$ cat src/rtl/pipe_ctrl_pkg.sv
// Shared constants for the pipeline stall/flush sequencer.
package pipe_ctrl_pkg;

  // Default widths for the performance counters and register addresses.
  localparam int unsigned PIPE_CNT_W = 32;
  localparam int unsigned PIPE_RA_W  = 5;

  // Instruction loaded into a flushed pipeline register (addi x0, x0, 0).
  localparam logic [31:0] NOP_INSTR = 32'h0000_0013;

endpackage

$ cat src/rtl/pipeline_ctrl_sat_counter.sv
// Saturating up-counter with synchronous clear and async active-low reset.
module sat_counter #(
  parameter int unsigned W = 32
) (
  input  logic         clk,
  input  logic         reset,
  input  logic         inc,
  input  logic         clear,
  output logic [W-1:0] count
);

  localparam logic [W-1:0] ONE = {{(W-1){1'b0}}, 1'b1};

  // Count up on inc, holding at all-ones instead of wrapping.
  always_ff @(posedge clk or negedge reset) begin
    if (!reset) begin
      count <= '0;
    end else if (clear) begin
      count <= '0;
    end else if (inc && (count != '1)) begin
      count <= count + ONE;
    end
  end

endmodule

$ cat src/rtl/pipeline_ctrl.sv
// Stall/flush sequencer for the 5-stage RV32I pipeline: joins I-cache and
// D-cache completions, inserts load-use bubbles and squashes on taken branches.
module pipeline_ctrl
  import pipe_ctrl_pkg::*;
#(
  parameter int unsigned CNT_W = PIPE_CNT_W,
  parameter int unsigned RA_W  = PIPE_RA_W
) (
  input  logic             clk,
  input  logic             reset,
  input  logic             icache_resp,
  input  logic             dcache_resp,
  input  logic             mem_op,
  input  logic             ex_is_load,
  input  logic [RA_W-1:0]  ex_rd,
  input  logic [RA_W-1:0]  id_rs1,
  input  logic [RA_W-1:0]  id_rs2,
  input  logic             id_use_rs1,
  input  logic             id_use_rs2,
  input  logic             ex_br_taken,
  output logic             icache_read,
  output logic             dcache_req,
  output logic             load_pc,
  output logic             pc_sel,
  output logic             load_if_id,
  output logic             load_id_ex,
  output logic             load_ex_mem,
  output logic             load_mem_wb,
  output logic             flush_if_id,
  output logic             flush_id_ex,
  output logic [CNT_W-1:0] stall_cnt,
  output logic [CNT_W-1:0] flush_cnt
);

  logic i_seen;
  logic d_seen;
  logic i_ok;
  logic d_ok;
  logic advance;
  logic hz;

  assign i_ok    = icache_resp | i_seen;
  assign d_ok    = !mem_op | dcache_resp | d_seen;
  assign advance = reset & i_ok & d_ok;

  assign hz = ex_is_load & (ex_rd != '0) &
              ((id_use_rs1 & (id_rs1 == ex_rd)) | (id_use_rs2 & (id_rs2 == ex_rd)));

  // Remember a cache completion until its partner arrives; clear on advance.
  always_ff @(posedge clk or negedge reset) begin
    if (!reset) begin
      i_seen <= 1'b0;
      d_seen <= 1'b0;
    end else if (advance) begin
      i_seen <= 1'b0;
      d_seen <= 1'b0;
    end else begin
      i_seen <= i_ok;
      d_seen <= mem_op & (dcache_resp | d_seen);
    end
  end

  // Request, load and flush strobes; everything is held low during reset.
  always_comb begin
    icache_read = 1'b0;
    dcache_req  = 1'b0;
    load_pc     = 1'b0;
    pc_sel      = 1'b0;
    load_if_id  = 1'b0;
    load_id_ex  = 1'b0;
    load_ex_mem = 1'b0;
    load_mem_wb = 1'b0;
    flush_if_id = 1'b0;
    flush_id_ex = 1'b0;
    if (reset) begin
      icache_read = !i_seen;
      dcache_req  = mem_op & !d_seen;
      if (advance) begin
        load_ex_mem = 1'b1;
        load_mem_wb = 1'b1;
        load_id_ex  = 1'b1;
        if (ex_br_taken) begin
          // Taken branch squashes the ID instruction, so a hazard is moot.
          load_pc     = 1'b1;
          pc_sel      = 1'b1;
          load_if_id  = 1'b1;
          flush_if_id = 1'b1;
          flush_id_ex = 1'b1;
        end else if (hz) begin
          flush_id_ex = 1'b1;
        end else begin
          load_pc    = 1'b1;
          load_if_id = 1'b1;
        end
      end
    end
  end

  sat_counter #(.W(CNT_W)) u_stall_cnt (
    .clk   (clk),
    .reset (reset),
    .inc   (!advance),
    .clear (1'b0),
    .count (stall_cnt)
  );

  sat_counter #(.W(CNT_W)) u_flush_cnt (
    .clk   (clk),
    .reset (reset),
    .inc   (advance & ex_br_taken),
    .clear (1'b0),
    .count (flush_cnt)
  );

endmodule

$ cat config.mk
export PLATFORM = sky130hd
export DESIGN_NAME = pipeline_ctrl
export DESIGN_NICKNAME = d
export VERILOG_FILES = /design/src/rtl/pipe_ctrl_pkg.sv /design/src/rtl/pipeline_ctrl_sat_counter.sv /design/src/rtl/pipeline_ctrl.sv
export SDC_FILE = /design/constraint.sdc
export NUM_CORES = 1
export LEC_CHECK = 0
export ABC_AREA = 1
export BUFFER_PORTS_ARGS = -buffer_cell sky130_fd_sc_hd__buf_2
export CAP_MARGIN = 20
export CELL_PAD_IN_SITES_DETAIL_PLACEMENT = 0
export CELL_PAD_IN_SITES_GLOBAL_PLACEMENT = 1
export CORE_MARGIN = 3
export CORE_UTILIZATION = 34
export CTS_BUF_LIST = sky130_fd_sc_hd__clkbuf_16
export CTS_CLUSTER_SIZE = 25
export DETAILED_ROUTE_END_ITERATION = 8
export GPL_TIMING_DRIVEN = 0
export PLACE_DENSITY = 0.87
export SYNTH_ARGS = -nofsm -noshare
export SYNTH_HDL_FRONTEND = slang
export SYNTH_SLANG_ARGS = --single-unit
$ cat constraint.sdc
create_clock -name clk -period 1.7 [get_ports clk]
set_clock_uncertainty 0.1 [all_clocks]
set_input_delay 0.17 -clock clk [delete_from_list [all_inputs] [get_ports clk]]
set_output_delay 0.17 -clock clk [all_outputs]
set_load 0.05 [all_outputs]
==> Yosys cells after proc, flatten, opt, wreduce, memory -nomap -nowiden <==
Index checks and enable logic that the tools add are counted.
{ "totals": {"wordCells": 48, "register_bits": 66, "inputBits": 24, "out_inout_bits": 74} }
{ "op_classes": {"n_eq_ne": 4, "n_bitwise": 14, "mux": 17, "add_sub_neg": 2, "n_reduce_logical": 7} }
{ "ops": {"columns": ["operator", "count"], "rows": [
  ["adder 32 x 1 -> 32 bit (second input constant)", 2],
  ["!= test 32 bit (second input constant)", 2],
  ["two-way mux 1 bit", 17],
  ["equality test 5 bit", 2],
  ["AND 1 bit", 9],
  ["OR 1 bit", 5],
  ["nonzero test 5 bit", 1],
  ["zero test 1 bit", 4],
  ["logical AND 1 bit", 2]
]} }

==> Longest topological paths before layout <==
Gate-level depths: netlist (run 1).
{ "depth": {"word_depth": 8, "mapped_depth": 11, "mapped_depth_nobuf": 10} }

==> Cells and area by module <==
From an unflattened synthesis (run 1), not the netlist that was laid out.
{ "unflattened": {"hier_cells": 774, "area_unflattened_um2": 4892.2} }
{ "by_module_without_submodules": {"columns": ["module", "seq_area_each_um2", "instances", "cells_per_inst", "area_per_inst_um2"], "rows": [
  ["sat_counter", 800.8, 2, 345, 2243.4],
  ["pipeline_ctrl", 50.0, 1, 84, 405.4]
]} }

==> Worst setup path after synthesis (run 1) <==
OpenSTA, ideal clock, no wires.
{ "synth_timing": {"path_type": "register -> register", "start": "register u_flush_cnt.count[0]", "end": "register u_flush_cnt.count[9]", "required_ns": 1.482, "setup_slack_ns": -0.437, "arrival_ns": 1.919, "setup_time_ns": 0.118, "stages_incl_launch_ff": 12, "n_path_buf": 1, "synth_period_minus_slack_ns": 2.137, "path_cell_list": "dfrtp_1 > ha_1 > inv_1 > nor2_2 > nand2_2 > nor2_4 > nand2_2 > nand2_4 > inv_4 > buf_6 > nand2_1 > nand2_1"} }
{ "synth_between": {"elab_chain_cells": 2, "word_cells_on_any_way": 3, "cone_classes": "add/sub: 1; eq/ne: 1; reduce/logical: 1"} }
{ "synth_lines": {"columns": ["item", "line", "text"], "rows": [
  ["start: declaration", "pipeline_ctrl_sat_counter.sv:9", "output logic [W-1:0] count"],
  ["start signal: assignment", "pipeline_ctrl_sat_counter.sv:21", "count <= count + ONE;"],
  ["parallel branches: the longest is 2 deep, another holds adder 32 x 1 -> 32 bit", null, null]
]} }
Parallel ways; which one is timed is not known.
A chain may end at the register's enable or synchronous reset.

==> Worst setup path after layout (run 1) <==
{ "layout_timing": {"start": "register d_seen", "end": "output port load_pc"} }
{ "layout_between": {"elab_chain_cells": 4} }
{ "layout_lines": {"columns": ["item", "line", "text"], "rows": [
  ["start: declaration", "pipeline_ctrl.sv:36", "logic d_seen;"],
  ["start signal: assignment", "pipeline_ctrl.sv:59", "d_seen <= mem_op & (dcache_resp | d_seen);"],
  ["OR 1 bit", "pipeline_ctrl.sv:43", "assign d_ok = !mem_op | dcache_resp | d_seen;"],
  ["AND 1 bit", "pipeline_ctrl.sv:44", "assign advance = reset & i_ok & d_ok;"],
  ["two-way mux 1 bit", "pipeline_ctrl.sv:78", "if (advance) begin"],
  ["two-way mux 1 bit", "pipeline_ctrl.sv:75", "if (reset) begin"],
  ["end: declaration", "pipeline_ctrl.sv:23", "output logic load_pc,"]
]} }
No other way between the ends.

==> results by group, run 1 <==
Outcome
  • Status: complete, but fails checks
  • Failing checks: negative setup slack

Flow run
  • Max Cap Violations: 0

Synth
  • Mapped Cells: 779
  • Synth Net Count: 805
  • Synthesized cell area: 0.00474 sq mm
  • Netlist cell types: 23
  • Seq/Total Area, Yosys: 34.9%
  • #FFs+latches synth: 66
  • YS warnings: 0
  • Avg Synthesized Cell Area: 6.08 sq um

Timing
  • Final setup fails: 7
  • Setup TNS: -0.572 ns
  • Max-slew violations: 0
  • Period utilization: 108%
  • Final min period: 1.83 ns
  • Max Fclk: 546 MHz
  • RSZ-0062 raised after global routing: true
  • Final WS setup: -0.133 ns
  • Hold_ws: 0.0357 ns
  • Rel. slew slack: 44.5%
  • Fin. Hold Viols: 0
  • Least-Margin Pin Slew: 0.830 ns

Placed design
  • # port buffers: 97
  • DP Area: 0.00567 sq mm
  • Gp weighted congestion: 0.851
  • Hpwl dp: 10.4 mm
  • Placed cell count: 1053

Cells and area
  • Final core occ: 54.1%
  • Post-layout nets: 1006
  • FF/Latch Area: 0.00173 sq mm
  • Ant. Diodes: 0
  • Area growth syn-to-layout: 53.6%
  • Multi-input logic area: 0.00309 sq mm
  • Share of layout cells above drive strength 1: 40.2%
  • Final non-filler cell total: 1161
  • Design area: 0.00728 sq mm
  • Filler instances: 1393

Worst setup path
  • Worst stage delay on the critical path: 0.38 ns
  • Worst Path Buf+Inv: 4
  • FF-to-FF Start: u_flush_cnt.count[29]$_DFFE_PN0P_
  • Critical Path RT: 1.43 ns
  • Max FO, Critical Path: 4
  • CP max-delay cell: dfrtp_1
  • RR Endpoint: u_flush_cnt.count[10]$_DFFE_PN0P_
  • R2r setup slk: 0.02 ns
  • Critical path class: reg2out
  • Element type at the critical path start: flop
  • Reg2Reg Depth: 10
  • Crit end category: primary output
  • Top delay family on crit path: buffers and inverters
  • Critical Path Source: d_seen$_DFF_PN0_
  • Crit path cell chain: inv_2 > nand3b_1 > nand2_4 > clkinvlp_4 > nand2_4 > nand2_8 > buf_8 > buf_8
  • Worst path arrival time: 1.56 ns

Power
  • Power Internal: 3.47 mW
  • Sw Pwr: 1.91 mW
  • Pwr/cell area: 740 mW/mm^2
  • Reg power frac: 34.5%
  • Maximum vdd drop: 0.908 mV
  • Sw frac: 35.5%
  • Clock share of power: 34.3%
  • Leak: 3.69 nW
  • Combinational Power Share: 31.2%

GRT
  • GR Util met1: 25.5%
  • Gr ovfl total: 0
  • Pin count of the biggest net entering global routing: 31
  • Initial antenna violation count: 0
  • Met2 GRT Util: 33.7%
  • Tot GR Track Use: 19.9%
  • GR Layer Usage met3: 3.27%
  • Vias in the first global route: 4891
  • Global-route wire length before repair: 23.9 mm
  • Top Usage Layer GRT: met2

Drt
  • Wirelength per Cell: 13.3 um
  • DR pass1 iterations: 5
  • Vias: 5371
  • DRC viols: 0
  • Post-DRT Antenna Nets: 0
  • Initial drt markers: 259
  • WL final: 15.4 mm
  • Via density: 4.63

Floorplanning
  • Die area: 0.0154 sq mm
  • Die Span X: 124 um
  • Num rows: 42
  • Core area: 0.0135 sq mm
  • Die Span Y: 124 um
  • Top-level port count: 98
  • Starting Density: 35.2%

Clocking
  • Clk root buf: clkbuf_16
  • Clock Latency Late Sink: 0.34 ns
  • CTS tree: yes
  • Clk slew on worst S/H paths: 0.05 ns
  • Cts bufs inserted: 9
  • H-tree levels: 3
  • Max Buffers Root-to-Sink: 2
  • Sink Count: 66

Hold path
  • Hold_sp: dcache_resp
  • Hold WC Path Type: in2reg
  • Cells on Worst Hold Path: 3
  • WHS Endpoint: d_seen$_DFF_PN0_
layout make-up:
cell class | count | area share [%]
Buffer | 14 | 2.61
Sequential cell | 66 | 23.8
Multi-Input combinational cell | 619 | 42.5
Tap cell | 176 | 3.03
Clock buffer | 9 | 3.10
Timing Repair Buffer | 189 | 19.7
Inverter | 80 | 4.42
Timing Repair inverter | 1 | 0.120
Clock inverter | 7 | 0.739
cell usage after synthesis, drive strengths merged:
cell,number,share of area (%)
xnor2,15,2.8
nand3,41,4.3
inv,80,6.4
nor3,1,0.11
o21ai,10,1.1
buf,14,2.5
nand4,12,1.6
nand2,404,33
dfrtp,66,35
ha,2,0.53
nand3b,3,0.48
nor2,121,11
xor2,10,1.8
cells in the final DEF, fill, tap and decap left out, types with 2 or more instances in the layout:
cell	instances
nand2_1	333
buf_2	89
nor2_1	80
buf_4	77
inv_1	76
dfrtp_2	62
nand2_2	53
nand3_1	39
nor2_2	24
nor2_4	17
nand2_4	15
xnor2_1	15
nand4_1	12
buf_6	12
clkbuf_16	12
xor2_1	10
buf_8	10
o21ai_0	6
buf_12	4
dfrtp_1	4
dlygate4sd3_1	4
inv_2	3
nand3b_1	3
nand2_8	3
o21ai_1	3
clkinv_1	3
inv_6	2
nand3_2	2
ha_4	2
bufbuf_16	2
buf_16	2
how the worst max path moves through the flow:
stage | end | slack, ns | depth (start not counted)
2_1_floorplan | load_pc | -0.14 | 7
3_3_place_gp | load_pc | -1.55 | 9
3_5_place_dp | load_pc | -0.66 | 10
4_1_cts | load_pc | -0.14 | 8
5_1_grt | load_pc | -0.22 | 8
6_report | load_pc | -0.13 | 8
registers in the layout, summed over array words and instances, names as in the netlist:
signal / count
i_seen: 1
u_stall_cnt.count: 32
u_flush_cnt.count: 32
d_seen: 1
worst min-delay path, delay by kind of cell:
kind,cells,cell delay [ns]
AO/OA/AOI/OAI,1,0.08
buffers and inverters,1,0.08
AND/OR/NAND/NOR,1,0.10
logic make-up (layout without fill, tap and decap cells):
kind of cell    after synthesis  count (layout)  share of synthesized area (%)
simple gates                582             582                           50.1
buf+inv                      94             300                           8.85
flops                        66              66                           34.9
xor+xnor                     25              25                           4.62
compound gates               10              10                           1.06
fa+ha+maj                     2               2                          0.528
power by group through the flow:
| stage | registers, mW | clock network, mW | logic [mW] |
|---|---|---|---|
| floorplan | 2.21 | 0 | 0.547 |
| global placement | 1.90 | 0 | 1.17 |
| detailed placement | 1.90 | 0 | 1.19 |
| CTS | 1.85 | 1.86 | 1.48 |
| global route | 1.88 | 1.95 | 1.80 |
| finish | 1.86 | 1.85 | 1.68 |
metal layers:
metal	vias up	routed length, um
met5	-	0
met4	0	399
met3	29	650
met2	118	7410
met1	2452	6930
li1	2772	-
what timing repair did:
action	CTS	global route
buffers inserted	29	53
endpoints found under the hold margin	68	0
pin swaps	16	33
endpoints found under the setup margin	61	66
hold buffers	4	0
cloned	3	4
gates resized for setup	40	108
metrics by stage:
stage               total power [mW]  worst slack [ns]
floorplan                       2.76            -0.144
global placement                3.06             -1.55
detailed placement              3.09            -0.657
CTS                             5.19            -0.141
global route                    5.63            -0.216
finish                          5.38            -0.133
Power figures use the tool's default switching activity.
==> run 2, diff against run 1 <==
--- a/config.mk
+++ b/config.mk
@@ -16,7 +16,7 @@
 export CTS_CLUSTER_SIZE = 25
 export DETAILED_ROUTE_END_ITERATION = 8
 export GPL_TIMING_DRIVEN = 0
-export PLACE_DENSITY = 0.87
+export PLACE_DENSITY = 0.82
 export SYNTH_ARGS = -nofsm -noshare
 export SYNTH_HDL_FRONTEND = slang
 export SYNTH_SLANG_ARGS = --single-unit
==> constraint.sdc (replaced) <==
create_clock -name clk -period 1.55 [get_ports clk]
set_clock_uncertainty 0.1 [all_clocks]
set_input_delay 0.155 -clock clk [delete_from_list [all_inputs] [get_ports clk]]
set_output_delay 0.155 -clock clk [all_outputs]
set_load 0.05 [all_outputs]
==> run 2 against run 1 <==
Net effect: the run still ends with negative setup slack left; clock-buffer cell count unchanged; final cell count up 2.6%; register-to-register slack worse by 0.21 ns; power up 19%; critical path type unchanged; combinational power up 20%; largest cell class unchanged.
==> results by group, run 2 (synthesis gave the netlist of run 1 again) <==
Placed design
  • Hpwl dp: 10.4 mm (+0.56%)
  • Gp weighted congestion: 0.821 (-3.5%)
  • Placed cell count: 1053 (unchanged)
  • # port buffers: 97 (unchanged)
  • Place WS: -0.805 ns (-0.148 ns)

Power
  • Maximum vdd drop: 1.16 mV (+27%)
  • Pwr/cell area: 806 mW/mm^2 (+9.0%)
  • Reg power frac: 31.9% (-2.6 points)
  • Power Internal: 4.25 mW (+22%)
  • Combinational Power Share: 31.4% (+0.2 points)
  • Clock share of power: 36.7% (+2.4 points)
  • Power Total: 6.42 mW (+19%)
  • Sw frac: 33.9% (-1.6 points)
  • Leak: 3.97 nW (+7.6%)
  • Sw Pwr: 2.18 mW (+14%)

Drt
  • DRC viols: 0 (unchanged)
  • Vias: 5615 (+4.5%)
  • DR pass1 iterations: 5 (unchanged)
  • WL final: 16.7 mm (+8.9%)
  • Via density: 4.71 (+1.9%)
  • Post-DRT Antenna Nets: 0 (unchanged)
  • Initial drt markers: 240 (-7.3%)
  • Wirelength per Cell: 14.1 um (+6.1%)

Worst setup path
  • Critical Path Source: i_seen$_DFF_PN0_
  • FF-to-FF Start: i_seen$_DFF_PN0_
  • Element type at the critical path start: flop
  • Crit end category: primary output
  • R2r setup slk: -0.19 ns (-0.21 ns)
  • Max FO, Critical Path: 4 (unchanged)
  • Critical path class: reg2out
  • Critical Path RT: 1.29 ns (-0.14 ns)
  • RR Endpoint: u_flush_cnt.count[4]$_DFFE_PN0P_
  • Worst path arrival time: 1.62 ns (+0.06 ns)
  • Reg2Reg Depth: 11 (+1)

Floorplanning
  • Core area: 0.0135 sq mm (unchanged)
  • Die Span X: 124 um (unchanged)
  • Num rows: 42 (unchanged)
  • Die Span Y: 124 um (unchanged)
  • Top-level port count: 98 (unchanged)
  • Die area: 0.0154 sq mm (unchanged)
  • Starting Density: 35.2% (unchanged)

Clocking
  • H-tree levels: 3 (unchanged)
  • Clock Latency Late Sink: 0.34 ns (about the same)
  • Max Buffers Root-to-Sink: 2 (unchanged)
  • Clk root buf: clkbuf_16
  • CTS tree: yes
  • Cts bufs inserted: 9 (unchanged)
  • Sink Count: 66 (unchanged)
  • Clk slew on worst S/H paths: 0.05 ns (about the same)

GRT
  • Global-route wire length before repair: 24.8 mm (+3.5%)
  • Vias in the first global route: 4878 (-0.27%)
  • Gr ovfl total: 0 (unchanged)
  • Tot GR Track Use: 20.8% (+0.94 points)
  • Initial antenna violation count: 0 (unchanged)
  • Pin count of the biggest net entering global routing: 31 (unchanged)

Cells and area
  • Share of layout cells above drive strength 1: 48.8% (+8.6 points)
  • Final non-filler cell total: 1191 (+2.6%)
  • Commonest non-fill, non-tap cell in the layout: nand2_1
  • Ant. Diodes: 0 (unchanged)
  • Area growth syn-to-layout: 68.2%
  • Most frequent cells in the layout: nand2_1 (288), buf_4 (98), nand2_2 (89)
  • Post-layout nets: 1036 (+3.0%)
  • Filler instances: 1264 (-9.3%)
  • Multi-input logic area: 0.00338 sq mm (+9.2%)
  • FF/Latch Area: 0.00173 sq mm (about the same)
  • Top flop regs: u_flush_cnt.count x32, u_stall_cnt.count x32

Timing
  • RSZ-0062 raised after global routing: true
  • Final WS setup: -0.321 ns (-0.188 ns)
  • Least-Margin Pin Slew: 0.424 ns (-0.406 ns)
  • Setup TNS: -9.99 ns (-9.42 ns)
  • Fin. Hold Viols: 0 (unchanged)
  • Max-slew violations: 0 (unchanged)
  • Rel. slew slack: 71.7% (+27 points)
  • Final min period: 1.87 ns
  • Period utilization: 121%
  • Hold_ws: 0.0135 ns (-0.0222 ns)
  • Final setup fails: 69 (+62)
  • Max Fclk: 534 MHz

Outcome
  • Status: complete, but fails checks
  • Failing checks: negative setup slack

Hold path
  • WHS Endpoint: d_seen$_DFF_PN0_
  • Hold_sp: dcache_resp
  • Hold WC Path Type: in2reg
  • Cells on Worst Hold Path: 3 (unchanged)

Flow run
  • Max Cap Violations: 0 (unchanged)
-- run 2: cell type report --
class                   instances  area share (%)
repair buffers                220            22.3
flip-flops and latches         66            21.7
multi-input cells             619            42.4
clock inverters                 7            1.37
well taps                     176            2.76
inverters                      80            4.18
plain buffers                  14            2.51
clock buffers                   9            2.83
-- run 2: what timing repair did --
action	CTS	global route
hold endpoints to repair	68	0
gates cloned	6	2
endpoints found under the setup margin	70	73
pin swaps	44	60
buffers inserted	44	68
hold buffers	5	0
gates resized for setup	115	146
-- run 2: worst max-delay path by stage --
stage,endpoint,cells past startpoint
after global routing,load_pc,8
after detailed placement,load_pc,10
after global placement,load_pc,9
after floorplan,u_stall_cnt.count[16]$_DFFE_PN0P_,11
final,load_pc,8
after CTS,load_pc,8
-- run 2: stage by stage --
stage	utilization [%]	instance area, sq um
3_5_place_dp	42.1	5660
5_1_grt	59.2	7970
3_3_place_gp	41.9	5630
4_1_cts	51.6	6940
6_report	59.2	7970
2_1_floorplan	-	4930
-- run 2: power groups by stage --
stage	registers (mW)	logic [mW]	clock network, mW
6_report	2.05	2.02	2.36
2_1_floorplan	2.43	0.593	0
3_3_place_gp	2.08	1.28	0
5_1_grt	2.07	2.15	2.50
4_1_cts	2.05	1.75	2.42
3_5_place_dp	2.08	1.30	0
-- run 2: routing by layer --
| layer | GRT usage [%] | vias up | wire, um |
|---|---|---|---|
| met2 | 35.2 | 111 | 8450 |
| met5 | 0 | - | 0 |
| li1 | - | 2827 | - |
| met3 | 3.72 | 25 | 605 |
| met1 | 27.2 | 2652 | 7390 |
| met4 | 6.23 | 0 | 306 |
-- run 2: critical path, cell delays in order (launching register included) --
cell and delay, ns:
dfrtp_1 0.41, nor2_4 0.14, nor2_4 0.06, nand2_4 0.10
clkinvlp_4 0.15, nand2_4 0.12, nand2_8 0.05, buf_8 0.11
buf_8 0.14
